`config.mk`:
```
export PLATFORM = sky130hd
export DESIGN_NAME = inst_fetch_unit_flat
export DESIGN_NICKNAME = d
export VERILOG_FILES = /design/src/rtl/inst_fetch_unit_pkg.sv /design/src/rtl/inst_fetch_unit_if.sv /design/src/rtl/inst_fetch_unit_fetch_fifo.sv /design/src/rtl/inst_fetch_unit.sv /design/src/flat_wrapper.sv
export SDC_FILE = /design/constraint.sdc
export NUM_CORES = 1
export LEC_CHECK = 0
export ABC_AREA = 1
export BUFFER_PORTS_ARGS = -buffer_cell sky130_fd_sc_hd__buf_2
export CELL_PAD_IN_SITES_DETAIL_PLACEMENT = 0
export CELL_PAD_IN_SITES_GLOBAL_PLACEMENT = 1
export CORE_MARGIN = 2
export CORE_UTILIZATION = 30
export DETAILED_ROUTE_END_ITERATION = 6
export GPL_ROUTABILITY_DRIVEN = 0
export PLACE_DENSITY_LB_ADDON = 0.12
export SETUP_SLACK_MARGIN = 0.2
export SLEW_MARGIN = 10
export SYNTH_ARGS = -nofsm -noshare
export SYNTH_HDL_FRONTEND = slang
export SYNTH_SLANG_ARGS = --single-unit
```
`constraint.sdc`:
```
create_clock -name clk -period 5 [get_ports clk]
set_input_delay 1 -clock clk [delete_from_list [all_inputs] [get_ports clk]]
set_output_delay 1 -clock clk [all_outputs]
set_load 0.05 [all_outputs]
```
`src/rtl/inst_fetch_unit_pkg.sv`:
```
// Shared types and constants for the instruction fetch unit.
// The FIFO entry layout is {pc, inst, adel}.
package inst_fetch_unit_pkg;

    localparam int unsigned XLEN   = 32;
    localparam int unsigned INST_W = 32;
    localparam logic [XLEN-1:0] START_PC_DEFAULT = 32'hBFC0_0000;

    typedef struct packed {
        logic [XLEN-1:0]   pc;
        logic [INST_W-1:0] inst;
        logic              adel;
    } fetch_entry_t;

    localparam int unsigned ENTRY_W = $bits(fetch_entry_t);

    typedef enum logic {
        ST_FETCH = 1'b0,
        ST_HALT  = 1'b1
    } fetch_state_t;

    function automatic logic is_aligned(input logic [XLEN-1:0] addr);
        return addr[1:0] == 2'b00;
    endfunction

endpackage

```
`src/rtl/inst_fetch_unit_if.sv`:
```
// Instruction bus, redirect and decode-side handshake of the fetch unit.
// The master modport is the fetch unit; the slave modport is its environment.
interface inst_fetch_unit_if;
    import inst_fetch_unit_pkg::*;

    logic              redirect_valid;
    logic [XLEN-1:0]   redirect_pc;
    logic              inst_req;
    logic [XLEN-1:0]   inst_addr;
    logic              inst_addr_ok;
    logic              inst_data_ok;
    logic [INST_W-1:0] inst_rdata;
    logic              out_valid;
    logic [XLEN-1:0]   out_pc;
    logic [INST_W-1:0] out_inst;
    logic              out_adel;
    logic              out_ready;

    modport master (
        input  redirect_valid, redirect_pc, inst_addr_ok, inst_data_ok, inst_rdata, out_ready,
        output inst_req, inst_addr, out_valid, out_pc, out_inst, out_adel
    );

    modport slave (
        output redirect_valid, redirect_pc, inst_addr_ok, inst_data_ok, inst_rdata, out_ready,
        input  inst_req, inst_addr, out_valid, out_pc, out_inst, out_adel
    );

endinterface

```
`src/rtl/inst_fetch_unit_fetch_fifo.sv`:
```
// Synchronous power-of-two FIFO with combinational head read.
// Flush takes priority over push and pop.
module fetch_fifo #(
    parameter int unsigned DEPTH = 4,
    parameter int unsigned WIDTH = 32
) (
    input  logic                   clk,
    input  logic                   rst,
    input  logic                   push,
    input  logic                   pop,
    input  logic                   flush,
    input  logic [WIDTH-1:0]       wdata,
    output logic [WIDTH-1:0]       rdata,
    output logic [$clog2(DEPTH):0] count,
    output logic                   empty,
    output logic                   full
);
    localparam int unsigned AW = $clog2(DEPTH);
    localparam int unsigned CW = AW + 1;

    logic [WIDTH-1:0] mem [DEPTH];
    logic [AW-1:0]    wr_ptr;
    logic [AW-1:0]    rd_ptr;
    logic [CW-1:0]    cnt;
    logic             do_push;
    logic             do_pop;

    assign empty   = (cnt == '0);
    assign full    = (cnt == CW'(DEPTH));
    assign do_push = push && !full && !flush;
    assign do_pop  = pop && !empty && !flush;
    assign rdata   = mem[rd_ptr];
    assign count   = cnt;

    always_ff @(posedge clk or posedge rst) begin
        if (rst) begin
            wr_ptr <= '0;
            rd_ptr <= '0;
            cnt    <= '0;
        end else if (flush) begin
            wr_ptr <= '0;
            rd_ptr <= '0;
            cnt    <= '0;
        end else begin
            if (do_push) wr_ptr <= wr_ptr + AW'(1);
            if (do_pop)  rd_ptr <= rd_ptr + AW'(1);
            cnt <= cnt + CW'(do_push) - CW'(do_pop);
        end
    end

    // Storage needs no reset: entries are only read when count says they are valid.
    always_ff @(posedge clk) begin
        if (do_push) mem[wr_ptr] <= wdata;
    end

endmodule

```
`src/rtl/inst_fetch_unit.sv`:
```
// Fetch unit: owns the fetch PC, issues sequential requests, pairs in-order
// responses with their PCs and buffers {pc, inst, adel} entries for decode.
module inst_fetch_unit
    import inst_fetch_unit_pkg::*;
#(
    parameter logic [31:0] START_PC = START_PC_DEFAULT,
    parameter int unsigned DEPTH    = 4
) (
    input logic              clk,
    input logic              rst,
    inst_fetch_unit_if.master bus
);
    localparam int unsigned CW = $clog2(DEPTH) + 1;

    fetch_state_t    state;
    fetch_state_t    state_next;
    logic [XLEN-1:0] fetch_pc;
    logic [CW-1:0]   outstanding;
    logic [CW-1:0]   outstanding_next;
    logic [CW-1:0]   fifo_count;
    logic [CW-1:0]   discard;
    logic [XLEN-1:0] pend_pc;
    logic            pend_empty;
    logic            pend_full;
    logic            fifo_empty;
    logic            fifo_full;
    logic            credit;
    logic            accept;
    logic            resp;
    logic            resp_keep;
    logic            mis_push;
    logic            fifo_push;
    logic            fifo_pop;
    fetch_entry_t    push_entry;
    fetch_entry_t    head;
    logic [ENTRY_W-1:0] fifo_rdata;

    assign credit = !pend_full &&
                    (({1'b0, outstanding} + {1'b0, fifo_count}) < (CW+1)'(DEPTH));

    assign bus.inst_req  = !rst && (state == ST_FETCH) && !bus.redirect_valid &&
                           credit && is_aligned(fetch_pc);
    assign bus.inst_addr = fetch_pc;

    assign accept    = bus.inst_req && bus.inst_addr_ok;
    assign resp      = bus.inst_data_ok && !pend_empty;
    // Responses owed to a pre-redirect stream are dropped until discard drains.
    assign resp_keep = resp && !bus.redirect_valid && (discard == '0);
    assign outstanding_next = outstanding + CW'(accept) - CW'(resp);

    // Halt FSM: a misaligned PC emits one adel entry and parks until redirect.
    always_comb begin
        state_next = state;
        mis_push   = 1'b0;
        case (state)
            ST_FETCH: begin
                if (!bus.redirect_valid && !is_aligned(fetch_pc) && !fifo_full) begin
                    mis_push   = 1'b1;
                    state_next = ST_HALT;
                end
            end
            ST_HALT: state_next = ST_HALT;
            default: state_next = ST_FETCH;
        endcase
        if (bus.redirect_valid) state_next = ST_FETCH;
    end

    always_ff @(posedge clk or posedge rst) begin
        if (rst) state <= ST_FETCH;
        else     state <= state_next;
    end

    always_ff @(posedge clk or posedge rst) begin
        if (rst) begin
            fetch_pc <= START_PC;
            discard  <= '0;
        end else begin
            if (bus.redirect_valid) fetch_pc <= bus.redirect_pc;
            else if (accept)        fetch_pc <= fetch_pc + 32'd4;

            if (bus.redirect_valid)        discard <= outstanding_next;
            else if (resp && discard != '0) discard <= discard - CW'(1);
        end
    end

    always_comb begin
        push_entry = '0;
        if (resp_keep) begin
            push_entry.pc   = pend_pc;
            push_entry.inst = bus.inst_rdata;
            push_entry.adel = 1'b0;
        end else begin
            push_entry.pc   = fetch_pc;
            push_entry.inst = '0;
            push_entry.adel = 1'b1;
        end
    end

    assign fifo_push = resp_keep || mis_push;
    assign fifo_pop  = bus.out_valid && bus.out_ready;

    fetch_fifo #(.DEPTH(DEPTH), .WIDTH(XLEN)) u_pend (
        .clk   (clk),
        .rst   (rst),
        .push  (accept),
        .pop   (resp),
        .flush (1'b0),
        .wdata (fetch_pc),
        .rdata (pend_pc),
        .count (outstanding),
        .empty (pend_empty),
        .full  (pend_full)
    );

    fetch_fifo #(.DEPTH(DEPTH), .WIDTH(ENTRY_W)) u_out (
        .clk   (clk),
        .rst   (rst),
        .push  (fifo_push),
        .pop   (fifo_pop),
        .flush (bus.redirect_valid),
        .wdata (push_entry),
        .rdata (fifo_rdata),
        .count (fifo_count),
        .empty (fifo_empty),
        .full  (fifo_full)
    );

    // Head fields read as zero whenever the buffer is empty.
    assign head          = fifo_empty ? fetch_entry_t'('0) : fetch_entry_t'(fifo_rdata);
    assign bus.out_valid = !fifo_empty && !bus.redirect_valid;
    assign bus.out_pc    = head.pc;
    assign bus.out_inst  = head.inst;
    assign bus.out_adel  = head.adel;

endmodule
```
`src/flat_wrapper.sv`:
```
// flat-port wrapper written by rule: the top's interface ports become plain ports
module inst_fetch_unit_flat import inst_fetch_unit_pkg::*;
#(
    parameter logic [31:0] START_PC = START_PC_DEFAULT,
    parameter int unsigned DEPTH    = 4
)
  (clk, rst, bus_redirect_valid, bus_redirect_pc, bus_inst_addr_ok, bus_inst_data_ok, bus_inst_rdata, bus_out_ready, bus_inst_req, bus_inst_addr, bus_out_valid, bus_out_pc, bus_out_inst, bus_out_adel);
  inst_fetch_unit_if bus_i ();
  input logic clk;
  input logic rst;
  input wire logic [$bits(bus_i.redirect_valid)-1:0] bus_redirect_valid;
  input wire logic [$bits(bus_i.redirect_pc)-1:0] bus_redirect_pc;
  input wire logic [$bits(bus_i.inst_addr_ok)-1:0] bus_inst_addr_ok;
  input wire logic [$bits(bus_i.inst_data_ok)-1:0] bus_inst_data_ok;
  input wire logic [$bits(bus_i.inst_rdata)-1:0] bus_inst_rdata;
  input wire logic [$bits(bus_i.out_ready)-1:0] bus_out_ready;
  output wire logic [$bits(bus_i.inst_req)-1:0] bus_inst_req;
  output wire logic [$bits(bus_i.inst_addr)-1:0] bus_inst_addr;
  output wire logic [$bits(bus_i.out_valid)-1:0] bus_out_valid;
  output wire logic [$bits(bus_i.out_pc)-1:0] bus_out_pc;
  output wire logic [$bits(bus_i.out_inst)-1:0] bus_out_inst;
  output wire logic [$bits(bus_i.out_adel)-1:0] bus_out_adel;
  assign bus_i.redirect_valid = bus_redirect_valid;
  assign bus_i.redirect_pc = bus_redirect_pc;
  assign bus_i.inst_addr_ok = bus_inst_addr_ok;
  assign bus_i.inst_data_ok = bus_inst_data_ok;
  assign bus_i.inst_rdata = bus_inst_rdata;
  assign bus_i.out_ready = bus_out_ready;
  assign bus_inst_req = bus_i.inst_req;
  assign bus_inst_addr = bus_i.inst_addr;
  assign bus_out_valid = bus_i.out_valid;
  assign bus_out_pc = bus_i.out_pc;
  assign bus_out_inst = bus_i.out_inst;
  assign bus_out_adel = bus_i.out_adel;
  inst_fetch_unit #(.START_PC(START_PC), .DEPTH(DEPTH)) u_core (.clk(clk), .rst(rst), .bus(bus_i));
endmodule
```
; ---- After elaboration in Yosys (flattened, before gate mapping)
; Memory sizes are Yosys's and may differ from the RTL's.
; Index checks and enable logic that the tools add are counted.
[word_totals]
ff_bits = 50
ramBits = 388
inputBits = 70
output_inout_bits = 99
wordCells = 84
memories = 2
[op_classes]
n_addsub = 13
order_cmp = 1
n_eq_ne = 2
muxes = 19
bitwise = 1
n_reduce_logical = 37
[memory_table]
columns = name, depth, width, rd, rd_ports_with_merged_regs, wr, line_no
row1 = u_core.u_out.mem, 4, 65, 1, 0, 1, inst_fetch_unit_fetch_fifo.sv:21  ; logic [WIDTH-1:0] mem [DEPTH];
row2 = u_core.u_pend.mem, 4, 32, 1, 0, 1, inst_fetch_unit_fetch_fifo.sv:21
[op_table]
columns = cell, count
row1 = $mux 65, 2
row2 = $mux 32, 2
row3 = $add 32x3->32 const B, 1
row4 = $logic_and 1x1->1, 20
row5 = $add 3x1->3, 3
row6 = $logic_not 3->1, 3
row7 = $mux 3, 3
row8 = $sub 3x1->3, 3
row9 = $add 2x1->2 const B, 4
row10 = $mux 2, 4
row11 = $reduce_bool 2->1, 4
row12 = $logic_not 1->1, 7
row13 = $mux 1, 7
row14 = $eq 3x3->1 const B, 2
row15 = $add 3x3->4, 1
row16 = $lt 4x3->1 const B, 1
row17 = $reduce_bool 3->1, 1
row18 = $sub 3x1->3 const B, 1
row19 = $logic_not 2->1, 1
row20 = $pmux 1 s2, 1
row21 = $logic_or 1x1->1, 1
row22 = $not 1->1, 1

; ---- Depth between registers and ports, before layout
; Gate-level depths: netlist of run 1.
[logic_depth]
ltp_word = 12
depth_mapped = 14

; ---- Modules after synthesis
; From an unflattened synthesis of run 1, not the netlist that was laid out.
[unflattened]
hier_cells = 1805
hier_area_um2 = 20012.9
[by_module_without_submodules]
columns = mod, n_inst, cells_each, area_each_um2
row1 = fetch_fifo (u_core.u_out), 1, 692, 10787.8
row2 = fetch_fifo (u_core.u_pend), 1, 374, 5241.3
row3 = inst_fetch_unit, 1, 739, 3983.8

; ---- Worst setup path before layout of run 1
; Ideal clock, no wire load.
[synth_timing]
kind = input-to-reg
start = in bus_redirect_valid
end = mem u_core.u_out.mem[0][0] (netlist name), enable pin
setup_ns = 0.489
arrival_time_ns = 4.308
required_time_ns = 4.511
slack_ns = 0.203
cell_stages = 7
path_cell_list = inv_1 > nand2_1 > nor2_1 > nand2_2 > nand2_1 > nand2_1 > nor2_1
[synth_between]
elab_chain_len = 10
word_cells_on_any_way = 12
cone_classes = 4 x mux / 8 x reduce/logical
[synth_lines]
columns = element, line_no
row1 = "start, declared", flat_wrapper.sv:11  ; input wire logic [$bits(bus_i.redirect_valid)-1:0] bus_redirect_valid;
row2 = $logic_not 1->1 (*), "inst_fetch_unit_fetch_fifo.sv:30, inst_fetch_unit.sv:48, inst_fetch_unit.sv:57"
row3 = $logic_and 1x1->1 (2 in a row), inst_fetch_unit.sv:57  ; if (!bus.redirect_valid && !is_aligned(fetch_pc) && !fifo_full) begin
row4 = $mux 1, inst_fetch_unit.sv:57
row5 = $mux 1, inst_fetch_unit.sv:55  ; case (state)
row6 = $logic_or 1x1->1, inst_fetch_unit.sv:99  ; assign fifo_push = resp_keep || mis_push;
row7 = $logic_and 1x1->1, inst_fetch_unit_fetch_fifo.sv:30  ; assign do_push = push && !full && !flush;
row8 = $logic_and 1x1->1 (*), inst_fetch_unit_fetch_fifo.sv:30
row9 = $mux 1 (*), inst_fetch_unit_fetch_fifo.sv:53  ; if (do_push) mem[wr_ptr] <= wdata;
row10 = $mux 1 (not written as such) (*), inst_fetch_unit_fetch_fifo.sv:53
row11 = "end, declared", inst_fetch_unit_fetch_fifo.sv:21
; Mark *: on every way between the ends. The rest lies on a longest branch, timed or not.

; ---- Worst setup path in the final report of run 1
[layout_timing]
start = reg u_core.u_out.rd_ptr[0]
end = out bus_out_pc[10]
[layout_between]
elab_chain_len = 2
[layout_lines]
columns = element, line_no
row1 = "start, declared", inst_fetch_unit_fetch_fifo.sv:23  ; logic [AW-1:0] rd_ptr;
row2 = "start signal, assigned", inst_fetch_unit_fetch_fifo.sv:46  ; if (do_pop) rd_ptr <= rd_ptr + AW'(1);
row3 = $mem_v2 4x65, n/a
row4 = $mux 65, inst_fetch_unit.sv:129  ; assign head = fifo_empty ? fetch_entry_t'('0) : fetch_entry_t'(fifo_rdata);
row5 = "end, declared", flat_wrapper.sv:20  ; output wire logic [$bits(bus_i.out_pc)-1:0] bus_out_pc;
; Every way passes these cells.

==> results of run 1 <==
==> layout by cell type (no fill, tap or decap), types with 3 or more instances in the layout <==
cell type,netlist,routed
nor2_1,432,424
edfxtp_1,388,388
o21ai_0,235,235
nand2_1,230,230
buf_2,33,168
inv_1,114,111
a21oi_1,69,69
nand3_1,69,69
clkbuf_16,0,50
dfrtp_1,41,39
o22ai_1,30,30
buf_4,1,27
ha_1,19,19
clkinv_1,9,16
clkbuf_1,41,15
clkinv_2,1,11
o21ai_1,9,9
dfstp_2,9,9
nor2_2,4,8
xor2_1,8,8
inv_2,5,6
nor2_4,1,5
buf_12,0,5
nand4_1,4,4
nand2_2,3,3
fa_1,3,3
clkinv_4,0,3
bufinv_16,0,3
==> metrics by stage <==
step	utilization [%]	setup WS (ps)	power, mW
after floorplan	-	203.4	7.877
after global placement	33.08	1260	9.301
after detailed placement	33.08	1243	9.310
after CTS	35.54	1052	12.85
final	35.54	1186	12.63
after global routing	35.54	999.7	13.33
==> worst max-delay path by stage <==
| stage | endpoint | slack, ps |
|---|---|---|
| final | bus_out_pc[10] | 1190 |
| after global routing | bus_out_pc[10] | 1000 |
| after CTS | bus_out_pc[10] | 1050 |
| after detailed placement | u_core.u_out.mem[0][24] | 1240 |
| after global placement | u_core.u_out.mem[0][24] | 1260 |
| after floorplan | u_core.u_out.mem[0][0] | 200 |
==> cells in the mapped netlist (all sizes together) (19+ instances only) <==
cell	number
a21oi	69
buf	51
clkbuf	41
dfrtp	41
edfxtp	388
ha	19
inv	119
nand2	233
nand3	71
nor2	437
o21ai	244
o22ai	30
==> cells by family after synthesis <==
kind of cell,Yosys count,share of synthesized area (%)
xor+xnor,10,0.4630
fa+ha+maj,22,1.574
compound gates,347,9.419
simple gates,745,15.53
flops,438,68.27
buf+inv,221,4.749
==> routing by layer <==
metal  track usage [%]  share of wire, %  routed length (um)  up-vias
met5                 0                 0                   0        -
met4             4.294               2.2                1169        0
met3             2.512               3.9                2121       68
met2             25.92                45               24390      254
met1             23.61                49               26200     6243
li1                  -                 -                   -     6396
==> area by class of cell <==
cell class	count	area [um2]	share of cell area, %
tap	846	1059	4.747
sequential	438	12920	57.93
timing repair buffer	200	1144	5.129
clock inverter	25	224.0	1.004
clock buffer	66	1321	5.925
multi-input combinational	1124	5145	23.07
inverter	129	488.0	2.188
==> flip-flops by register name, summed over array words and instances, names as in the netlist <==
name and flops:
u_core.u_out.mem 260, u_core.u_pend.mem 128, u_core.bus.inst_addr 32, u_core.discard 3, u_core.u_out.count 3, u_core.u_pend.count 3, u_core.u_out.rd_ptr 2, u_core.u_out.wr_ptr 2
u_core.u_pend.rd_ptr 2, u_core.u_pend.wr_ptr 2, u_core.state 1
==> power breakdown <==
group / switching (mW) / total (mW) / leakage, nW / internal, mW
Clock: 1.48 / 3.49 / 0.754 / 2.02
Combinational: 3.46 / 4.47 / 3.48 / 1.01
Sequential: 0.206 / 4.67 / 4.20 / 4.46
==> critical path: stages (launching register included) <==
cell and delay (ps):
dfrtp_4 500, clkinv_2 300, buf_4 550, o21ai_0 220
a21oi_1 320, buf_2 330
==> key figures, run 1 <==
Cells and area
  – Synthesis-to-layout area growth: 17.88%
  – Antenna Diode Count: 0
  – Non-Filler Cell Area, Final: 22300 um2
  – Fill count: 6291
  – Number of non-filler instances in the completed layout: 2828
  – Number of nets in the layout: 2035
  – Share of final-layout standard cells stronger than drive strength 1: 15.49%

Synth
  – Number of flops mapped to enable cells by yosys: 388
  – Mean Syn Cell Area: 10.61 um2
  – Top_reg_cell synth: edfxtp_1
  – Count of distinct cell types in the synthesized netlist: 31
  – Number of instances in the synthesized netlist: 1783
  – Post-synthesis net count: 1875
  – Fraction of the yosys area taken by sequential cells: 68.27%
  – Ranking of synthesized cells by area: edfxtp_1, nor2_1, o21ai_0
  – Area of the mapped netlist: 18920 um2
  – Dominant cell type by area after synthesis: edfxtp_1
  – Top-area cell type share of the netlist area: 61.59%
  – Async set or reset register ratio after synthesis: 11.42%
  – Yosys warning total: 0
  – Flops & latches, synth: 438

Drt
  – Sum of routed wire length over all layers: 53880 um
  – Iteration-0 DRC count of the detailed router: 730
  – Final routed DRC violation total: 0
  – Detailed-route wire length per cell: 19.05 um
  – Number of routed nets with antenna violations: 0
  – Via count of the routed design: 12960
  – Per-cell via count in the routed design: 4.583
  – First-pass DRT Iterations: 6

Setup path
  – Maximum fanout along the worst path: 51
  – Critical Setup Path Class: reg2out
  – Worst Setup End Kind: primary output
  – RR Startpoint: u_core.discard[0]
  – Startpoint type of the worst setup path: flip-flop
  – R2R cell count: 9
  – Worst reg2reg path endpoint: u_core.u_out.mem[0][25]
  – Start point of the critical path: u_core.u_out.rd_ptr[0]
  – Data required time at the worst endpoint: 4000 ps
  – Critical path arrival: 2810 ps
  – Reg-to-reg slack, setup: 2260 ps

CTS
  – Clock transition at the register clock pins on the worst setup and hold paths after CTS: 60 ps
  – Clock root buffer master: clkbuf_16
  – Clock tree buffer depth: 3
  – CTS tree: done
  – Number of levels the H-tree was split into: 2
  – Number of hold-repair buffers added at the cts stage: 0
  – Cts bufs inserted: 50
  – PostCTS Resize Cnt: 0
  – Sinks on Clock Net: 438
  – # Post-CTS Setup Buffers: 0
  – Worst-skew pair later-pin latency: 600 ps

Timing
  – Worst-case headroom to the max-slew limit: 25.27%
  – Max Fclk: 0.2622 GHz
  – Least-Margin Pin Slew: 1121 ps
  – Time the worst path needs with I/O delays and setup: 3814 ps
  – Ratio of final minimum period to clock period: 76.28%
  – Setup skew after layout: 25.71 ps
  – Final max-slew violation count: 0
  – Number of endpoints failing setup at the final stage: 0
  – RSZ-0062 raised after global routing: false
  – Worst-case hold slack: 429.9 ps
  – Summed negative setup slack over all endpoints: 0 ps
  – Final count of hold timing violations: 0

Global route
  – Largest net degree at the start of global routing: 134
  – Initial antenna violation count: 0
  – Overall global routing resource usage: 16.43%
  – Number of global-route vias before repair: 12560
  – Grt ovf: 0
  – First-pass GRT wire length: 80390 um

Die
  – Chip Width: 255.1 um
  – Starting density of the core: 30.15%
  – IO Pins: 169
  – Area enclosed by the die boundary: 65080 um2
  – FP Rows: 92
  – Die outline height: 255.1 um
  – Total core area: 62740 um2

Placed design
  – Count of input and output buffers: 168
  – Final HPWL from detailed placement: 33180 um
  – Placed cell area: 20750 um2
  – Placed cells: 2737

Pwr
  – Power density over the cells: 566.3 nW/um2
  – Static leakage: 8.439 nW
  – Maximum resistive drop on vdd: 280.7 uV

Status
  – Run status: finished, final reports clean

Min path
  – Worst hold path type: in2async

Flow run
  – Max-capacitance violation count: 0
Power figures use the tool's default switching activity.
==> inputs of run 2 (changes only) <==
ABC_AREA = 0   (was 1)
clock period = 3.3 ns   (was 5 ns; I/O delays follow)
==> key figures, run 2 <==
Timing
  – Final count of hold timing violations: 0 (unchanged)
  – RSZ-0062 raised after global routing: true
  – Max Fclk: 0.3338 GHz
  – Ratio of final minimum period to clock period: 90.78%
  – Final max-slew violation count: 0 (unchanged)
  – Setup skew after layout: 15.49 ps (-10.23 ps)
  – Least-Margin Pin Slew: 719.6 ps (-401.3 ps)
  – Worst-case headroom to the max-slew limit: 51.52% (+26 points)
  – Time the worst path needs with I/O delays and setup: 2996 ps
  – Summed negative setup slack over all endpoints: 0 ps (unchanged)
  – Number of endpoints failing setup at the final stage: 0 (unchanged)

Synth
  – Flops & latches, synth: 438 (unchanged)
  – Number of instances in the synthesized netlist: 998 (-44%)
  – Async set or reset register ratio after synthesis: 11.42% (unchanged)
  – Most repeated cell in the gate-level netlist after synthesis: edfxtp_1
  – Top_reg_cell synth: edfxtp_1
  – Ranking of synthesized cells by area: edfxtp_1, mux4_2, dfrtp_1
  – Top-area cell type share of the netlist area: 64.49% (+2.9 points)
  – Most frequent cells after synthesis: edfxtp_1, and2_1, mux4_2, nand2_1, dfrtp_1
  – Area of the mapped netlist: 18070 um2 (-4.5%)
  – Yosys warning total: 0 (unchanged)
  – Mean Syn Cell Area: 18.10 um2 (+71%)
  – Number of flops mapped to enable cells by yosys: 388 (unchanged)
  – Dominant cell type by area after synthesis: edfxtp_1
  – Count of distinct cell types in the synthesized netlist: 49 (+58%)
  – Post-synthesis net count: 1090 (-42%)
  – Fraction of the yosys area taken by sequential cells: 71.48% (+3.2 points)

CTS
  – Cts bufs inserted: 50 (unchanged)
  – Worst-skew pair later-pin latency: 590 ps (about the same)
  – Clock root buffer master: clkbuf_16
  – Number of levels the H-tree was split into: 2 (unchanged)
  – Number of hold-repair buffers added at the cts stage: 0 (unchanged)
  – Sinks on Clock Net: 438 (unchanged)
  – Clock transition at the register clock pins on the worst setup and hold paths after CTS: 60 ps (about the same)
  – CTS tree: done
  – Clock tree buffer depth: 3 (unchanged)

Placed design
  – Final HPWL from detailed placement: 28400 um (-14%)
  – Placed cell area: 20250 um2 (-2.4%)
  – Count of input and output buffers: 168 (unchanged)

Setup path
  – Maximum fanout along the worst path: 15 (-71%)
  – Kind of cell with the highest combined delay on the critical path: buffers and inverters
  – Startpoint type of the worst setup path: flip-flop
  – Critical Setup Path Class: reg2out
  – Start point of the critical path: u_core.u_out.rd_ptr[0]
  – Slowest Stage Delay on Critical Path: 540 ps (about the same)
  – CP max-delay cell: mux4_2
  – Worst Setup End Kind: primary output
  – Worst path cell trace: buf_12, buf_12, mux4_2, and2_1, buf_2
  – RR Startpoint: u_core.u_out.count[2]
  – Reg-to-reg slack, setup: 500 ps (-1760 ps)
  – Critical path arrival: 2340 ps (-470 ps)
  – Data required time at the worst endpoint: 2640 ps (-1360 ps)
  – R2R cell count: 11 (+2)
  – Worst reg2reg path endpoint: u_core.discard[2]
  – Buffers and inverters on the worst path: 3 (unchanged)
  – Number of logic stages on the critical path including buffering: 5 (unchanged)
  – Most numerous cell on the critical path: buf_12

Global route
  – Overall global routing resource usage: 14.86% (-1.6 points)
  – Number of global-route vias before repair: 10520 (-16%)
  – Largest net degree at the start of global routing: 66 (-51%)
  – First-pass GRT wire length: 69260 um (-14%)
  – Grt ovf: 0 (unchanged)
  – Initial antenna violation count: 1 (+1)

Die
  – Die outline height: 249.4 um (-2.2%)
  – FP Rows: 89 (-3.3%)
  – Chip Width: 249.4 um (-2.2%)
  – Total core area: 59240 um2 (-5.6%)
  – Area enclosed by the die boundary: 62200 um2 (-4.4%)
  – IO Pins: 169 (unchanged)
  – Starting density of the core: 30.50% (+0.34 points)

Cells and area
  – Commonest non-fill, non-tap cell in the layout: edfxtp_1
  – Biggest register: u_core.u_out.mem
  – Synthesis-to-layout area growth: 21.91%
  – Non-Filler Cell Area, Final: 22020 um2 (-1.2%)
  – Commonest non-fill, non-tap cells in the layout: edfxtp_1, buf_2, and2_1
  – Share of final-layout standard cells stronger than drive strength 1: 35.27% (+20 points)
  – Number of flip-flops under the largest register name: 260 (unchanged)
  – Number of nets in the layout: 1313 (-35%)

Drt
  – Detailed-route wire length per cell: 22.51 um (+18%)
  – Number of routed nets with antenna violations: 0 (unchanged)
  – Via count of the routed design: 9658 (-25%)
  – Final routed DRC violation total: 0 (unchanged)
  – Sum of routed wire length over all layers: 45760 um (-15%)
  – Per-cell via count in the routed design: 4.751 (+3.7%)
  – First-pass DRT Iterations: 4 (-2)
  – Iteration-0 DRC count of the detailed router: 576 (-21%)

Pwr
  – Static leakage: 7.798 nW (-7.6%)
  – Maximum resistive drop on vdd: 406.6 uV (+45%)
  – Overall Power: 18.60 mW (+47%)
  – Power density over the cells: 844.3 nW/um2 (+49%)

Flow run
  – Max-capacitance violation count: 0 (unchanged)

Min path
  – Worst hold path type: in2async

Status
  – Run status: finished, final reports clean
[run 2: changes by cell type after synthesis, sizes merged, moves of 67 or more]
| cell | change |
|---|---|
| a21oi | -67 |
| nand2 | -184 |
| o21ai | -216 |
| and2 | +110 |
| inv | -96 |
| nor2 | -419 |
| mux4 | +97 |
[run 2: worst register-to-register path, cell delays in order, from the launching register on]
cell,delay (ps)
dfrtp_2,440
ha_1,310
nor4_2,250
and4_4,280
and2_4,220
inv_4,60
ha_1,270
inv_1,40
ha_1,180
fa_1,370
xor2_1,170
a21oi_1,140
[run 2: final cells by class]
cell class	instances	area, um2
inverters	23	88.84
fillers	5629	37220
clock buffers	69	1386
diodes	1	2.502
well taps	773	967.2
multi-input cells	484	4866
clock inverters	21	247.7
repair buffers	224	1543
flip-flops and latches	438	12920
[run 2: worst max-delay path by stage]
stage	end	slack (ps)
floorplan	u_core.u_out.mem[0][0]	230
global placement	u_core.u_out.count[2]	450
detailed placement	u_core.u_out.count[2]	460
CTS	bus_inst_req	130
global route	bus_inst_req	190
finish	bus_out_pc[15]	300
[run 2: layer usage]
| metal | up-vias | track usage (%) | wire length, um |
|---|---|---|---|
| li1 | 4355 | - | - |
| met1 | 5039 | 20.77 | 21580 |
| met2 | 208 | 23.89 | 21640 |
| met3 | 56 | 2.826 | 1759 |
| met4 | 0 | 3.718 | 787 |
| met5 | - | 0 | 0 |
[run 2: stage by stage]
stage,setup slack (ps),hold WS (ps),util [%],instances
after global placement,447.9,529.8,34.19,1935
final,304.2,159.3,37.18,2033
after global routing,191.2,179.7,37.17,2032
after detailed placement,458.0,528.1,34.19,1935
after floorplan,228.7,481.7,-,998
after CTS,130.8,153.7,37.06,2029
[run 2: logic make-up (layout without fill, tap and decap cells)]
logic type	count (synthesis)	after routing	share of synthesized area, %
adder cells (fa/ha/maj)	22	22	1.648
AO/OA/AOI/OAI	55	55	1.925
other	0	1	0
multiplexers	132	132	14.25
buffers and inverters	76	337	1.759
AND/OR/NAND/NOR	249	249	7.674
XOR/XNOR	26	26	1.260
flip-flops	438	438	71.48
[run 2: what timing repair did]
| action | 4_1_cts | 5_1_grt |
|---|---|---|
| cloned | 0 | 1 |
| pin swaps | 0 | 1 |
| gates resized for setup | 3 | 8 |
| hold endpoints to repair | 0 | 0 |
| setup endpoints to repair | 58 | 2 |
| setup buffers | 4 | 2 |
[run 2: where the power goes]
part | switching [mW] | internal (mW)
clock network | 2.19 | 3.38
logic | 3.87 | 2.20
registers | 0.350 | 6.60
total | 6.41 | 12.2
==> inputs of run 3 (changes only) <==
CORE_MARGIN = not set   (was 2)
==> key figures, run 3 (synthesis gave the netlist of run 2 again) <==
Setup path
  – Worst reg2reg path endpoint: u_core.discard[2]
  – Critical path arrival: 2350 ps (about the same)
  – RR Startpoint: u_core.u_pend.count[2]
  – CP max-delay cell: mux4_2
  – Worst Setup End Kind: primary output
  – Endpoint of the most critical setup path: bus_out_pc[4]
  – Start point of the critical path: u_core.u_out.rd_ptr[0]
  – Worst path cell trace: buf_12, mux4_2, and2_1, buf_2
  – Critical Setup Path Class: reg2out
  – Startpoint type of the worst setup path: flip-flop
  – Maximum fanout along the worst path: 15 (unchanged)
  – Slowest Stage Delay on Critical Path: 570 ps (+30 ps)
  – Reg-to-reg slack, setup: 390 ps (-110 ps)
  – Data required time at the worst endpoint: 2640 ps (about the same)
  – R2R cell count: 12 (+1)

Global route
  – Overall global routing resource usage: 15.00% (+0.14 points)
  – Initial antenna violation count: 4 (+3)
  – Grt ovf: 0 (unchanged)
  – Number of global-route vias before repair: 10070 (-4.4%)
  – First-pass GRT wire length: 67090 um (-3.1%)
  – Largest net degree at the start of global routing: 50 (-24%)

Cells and area
  – Number of non-filler instances in the completed layout: 2036 (+0.15%)
  – Number of nets in the layout: 1314 (+0.076%)
  – Synthesis-to-layout area growth: 21.84% (about the same)
  – Antenna Diode Count: 0 (-1)
  – Number of flip-flops under the largest register name: 260 (unchanged)
  – Share of final-layout standard cells stronger than drive strength 1: 35.47% (+0.21 points)
  – Biggest register: u_core.u_out.mem
  – Commonest non-fill, non-tap cells in the layout: edfxtp_1, buf_2, and2_1
  – Non-Filler Cell Area, Final: 22010 um2 (about the same)
  – Commonest non-fill, non-tap cell in the layout: edfxtp_1

CTS
  – Cts bufs inserted: 50 (unchanged)
  – Clock tree buffer depth: 3 (unchanged)
  – Clock root buffer master: clkbuf_16
  – Clock transition at the register clock pins on the worst setup and hold paths after CTS: 60 ps (about the same)
  – Worst-skew pair later-pin latency: 580 ps (about the same)
  – Sinks on Clock Net: 438 (unchanged)
  – Number of levels the H-tree was split into: 2 (unchanged)
  – CTS tree: done

Timing
  – Max Fclk: 0.3327 GHz (-0.33%)
  – Setup skew after layout: 25.51 ps (+10.02 ps)
  – Worst-case hold slack: 190.3 ps (+31.03 ps)
  – PnR worst setup slack: 294.3 ps (-9.885 ps)
  – Summed negative setup slack over all endpoints: 0 ps (unchanged)
  – Number of endpoints failing setup at the final stage: 0 (unchanged)
  – RSZ-0062 raised after global routing: true
  – Worst-case headroom to the max-slew limit: 53.00% (+1.5 points)
  – Final count of hold timing violations: 0 (unchanged)
  – Ratio of final minimum period to clock period: 91.08% (+0.30 points)
  – Least-Margin Pin Slew: 697.6 ps (-22.00 ps)
  – Time the worst path needs with I/O delays and setup: 3006 ps (+9.885 ps)
  – Final max-slew violation count: 0 (unchanged)

Pwr
  – Portion of total power attributed to the clock network: 30.2% (+0.2 points)
  – Flop pwr share: 37.8% (+0.4 points)
  – Static leakage: 7.803 nW (about the same)
  – Power density over the cells: 835.9 nW/um2 (-0.99%)
  – Maximum resistive drop on vdd: 394.0 uV (-3.1%)
  – Combinational share of power: 32.0% (-0.6 points)
  – Int Pwr: 12.07 mW (-0.95%)
  – Switching portion of total power: 34.41% (-0.066 points)
  – Net Switching: 6.332 mW (-1.2%)

Die
  – Die outline height: 247.4 um (-0.80%)
  – Total core area: 59240 um2 (unchanged)
  – Starting density of the core: 30.50% (unchanged)
  – Area enclosed by the die boundary: 61210 um2 (-1.6%)
  – Chip Width: 247.4 um (-0.80%)
  – IO Pins: 169 (unchanged)
  – FP Rows: 89 (unchanged)

Flow run
  – Max-capacitance violation count: 0 (unchanged)

Placed design
  – Placed cell area: 20280 um2 (+0.14%)
  – Count of input and output buffers: 168 (unchanged)
  – Final HPWL from detailed placement: 28790 um (+1.4%)
  – Setup slack at placement: 485.6 ps (+27.64 ps)
  – Placed cells: 1937 (+0.10%)

Status
  – Violated checks: DRC
  – Run status: finished, violations left

Drt
  – Detailed-route wire length per cell: 22.26 um (-1.1%)
  – Via count of the routed design: 9608 (-0.52%)
  – Per-cell via count in the routed design: 4.719 (-0.66%)
  – Sum of routed wire length over all layers: 45310 um (-0.98%)
  – First-pass DRT Iterations: 7 (+3)
  – Iteration-0 DRC count of the detailed router: 566 (-1.7%)
  – Final routed DRC violation total: 13 (+13)
  – Number of routed nets with antenna violations: 0 (unchanged)

Min path
  – Worst hold path type: in2async
-- run 3: worst min-delay path by stage --
stage               slack [ps]                     from                      end  cells past startpoint
global route               210                      rst        u_core.discard[2]                      2
floorplan                  480             u_core.state             u_core.state                      2
CTS                        170                      rst        u_core.discard[1]                      2
global placement           460  u_core.u_pend.rd_ptr[1]  u_core.u_pend.rd_ptr[1]                      1
finish                     190                      rst        u_core.discard[1]                      2
detailed placement         470  u_core.u_pend.rd_ptr[1]  u_core.u_pend.rd_ptr[1]                      1
-- run 3: timing repair --
action	in CTS	in global routing
gates cloned	0	1
resized for setup	5	5
pin swaps	0	1
hold buffers	0	0
buffers inserted	3	2
endpoints found under the setup margin	53	2
endpoints found under the hold margin	0	0
-- run 3: area by class of cell --
cell class,count,area (um2)
fill,5557,37230
sequential,438,12920
multi-input combinational,484,4856
timing repair buffer,225,1538
clock buffer,65,1329
tap,773,967.2
clock inverter,28,310.3
inverter,23,88.84
-- run 3: critical path: cells and delay by family (launching register included) --
kind | cells | cell delay (ps)
buf+inv | 2 | 440
simple gates | 1 | 200
mux | 1 | 570
flops | 1 | 550
-- run 3: metrics by stage --
step                      util, %  power [mW]
final                       37.16       18.40
after global routing        37.16       19.29
after CTS                   37.07       18.72
after detailed placement    34.23       13.07
after global placement      34.23       13.06
after floorplan                 -       11.29
-- run 3: power by group through the flow --
stage / clock network (mW) / registers, mW / logic (mW)
2_1_floorplan: 0 / 7.01 / 4.28
3_3_place_gp: 0 / 7.10 / 5.96
3_5_place_dp: 0 / 7.11 / 5.95
4_1_cts: 5.72 / 6.97 / 6.03
5_1_grt: 5.93 / 7.02 / 6.34
6_report: 5.56 / 6.96 / 5.88
-- run 3: routing by layer --
layer | part of all wire, % | up-vias | track usage [%]
met5 | 0.022 | - | 0
li1 | - | 4347 | -
met3 | 4.6 | 68 | 2.844
met2 | 46 | 227 | 23.16
met4 | 2.0 | 2 | 3.879
met1 | 48 | 4964 | 21.67
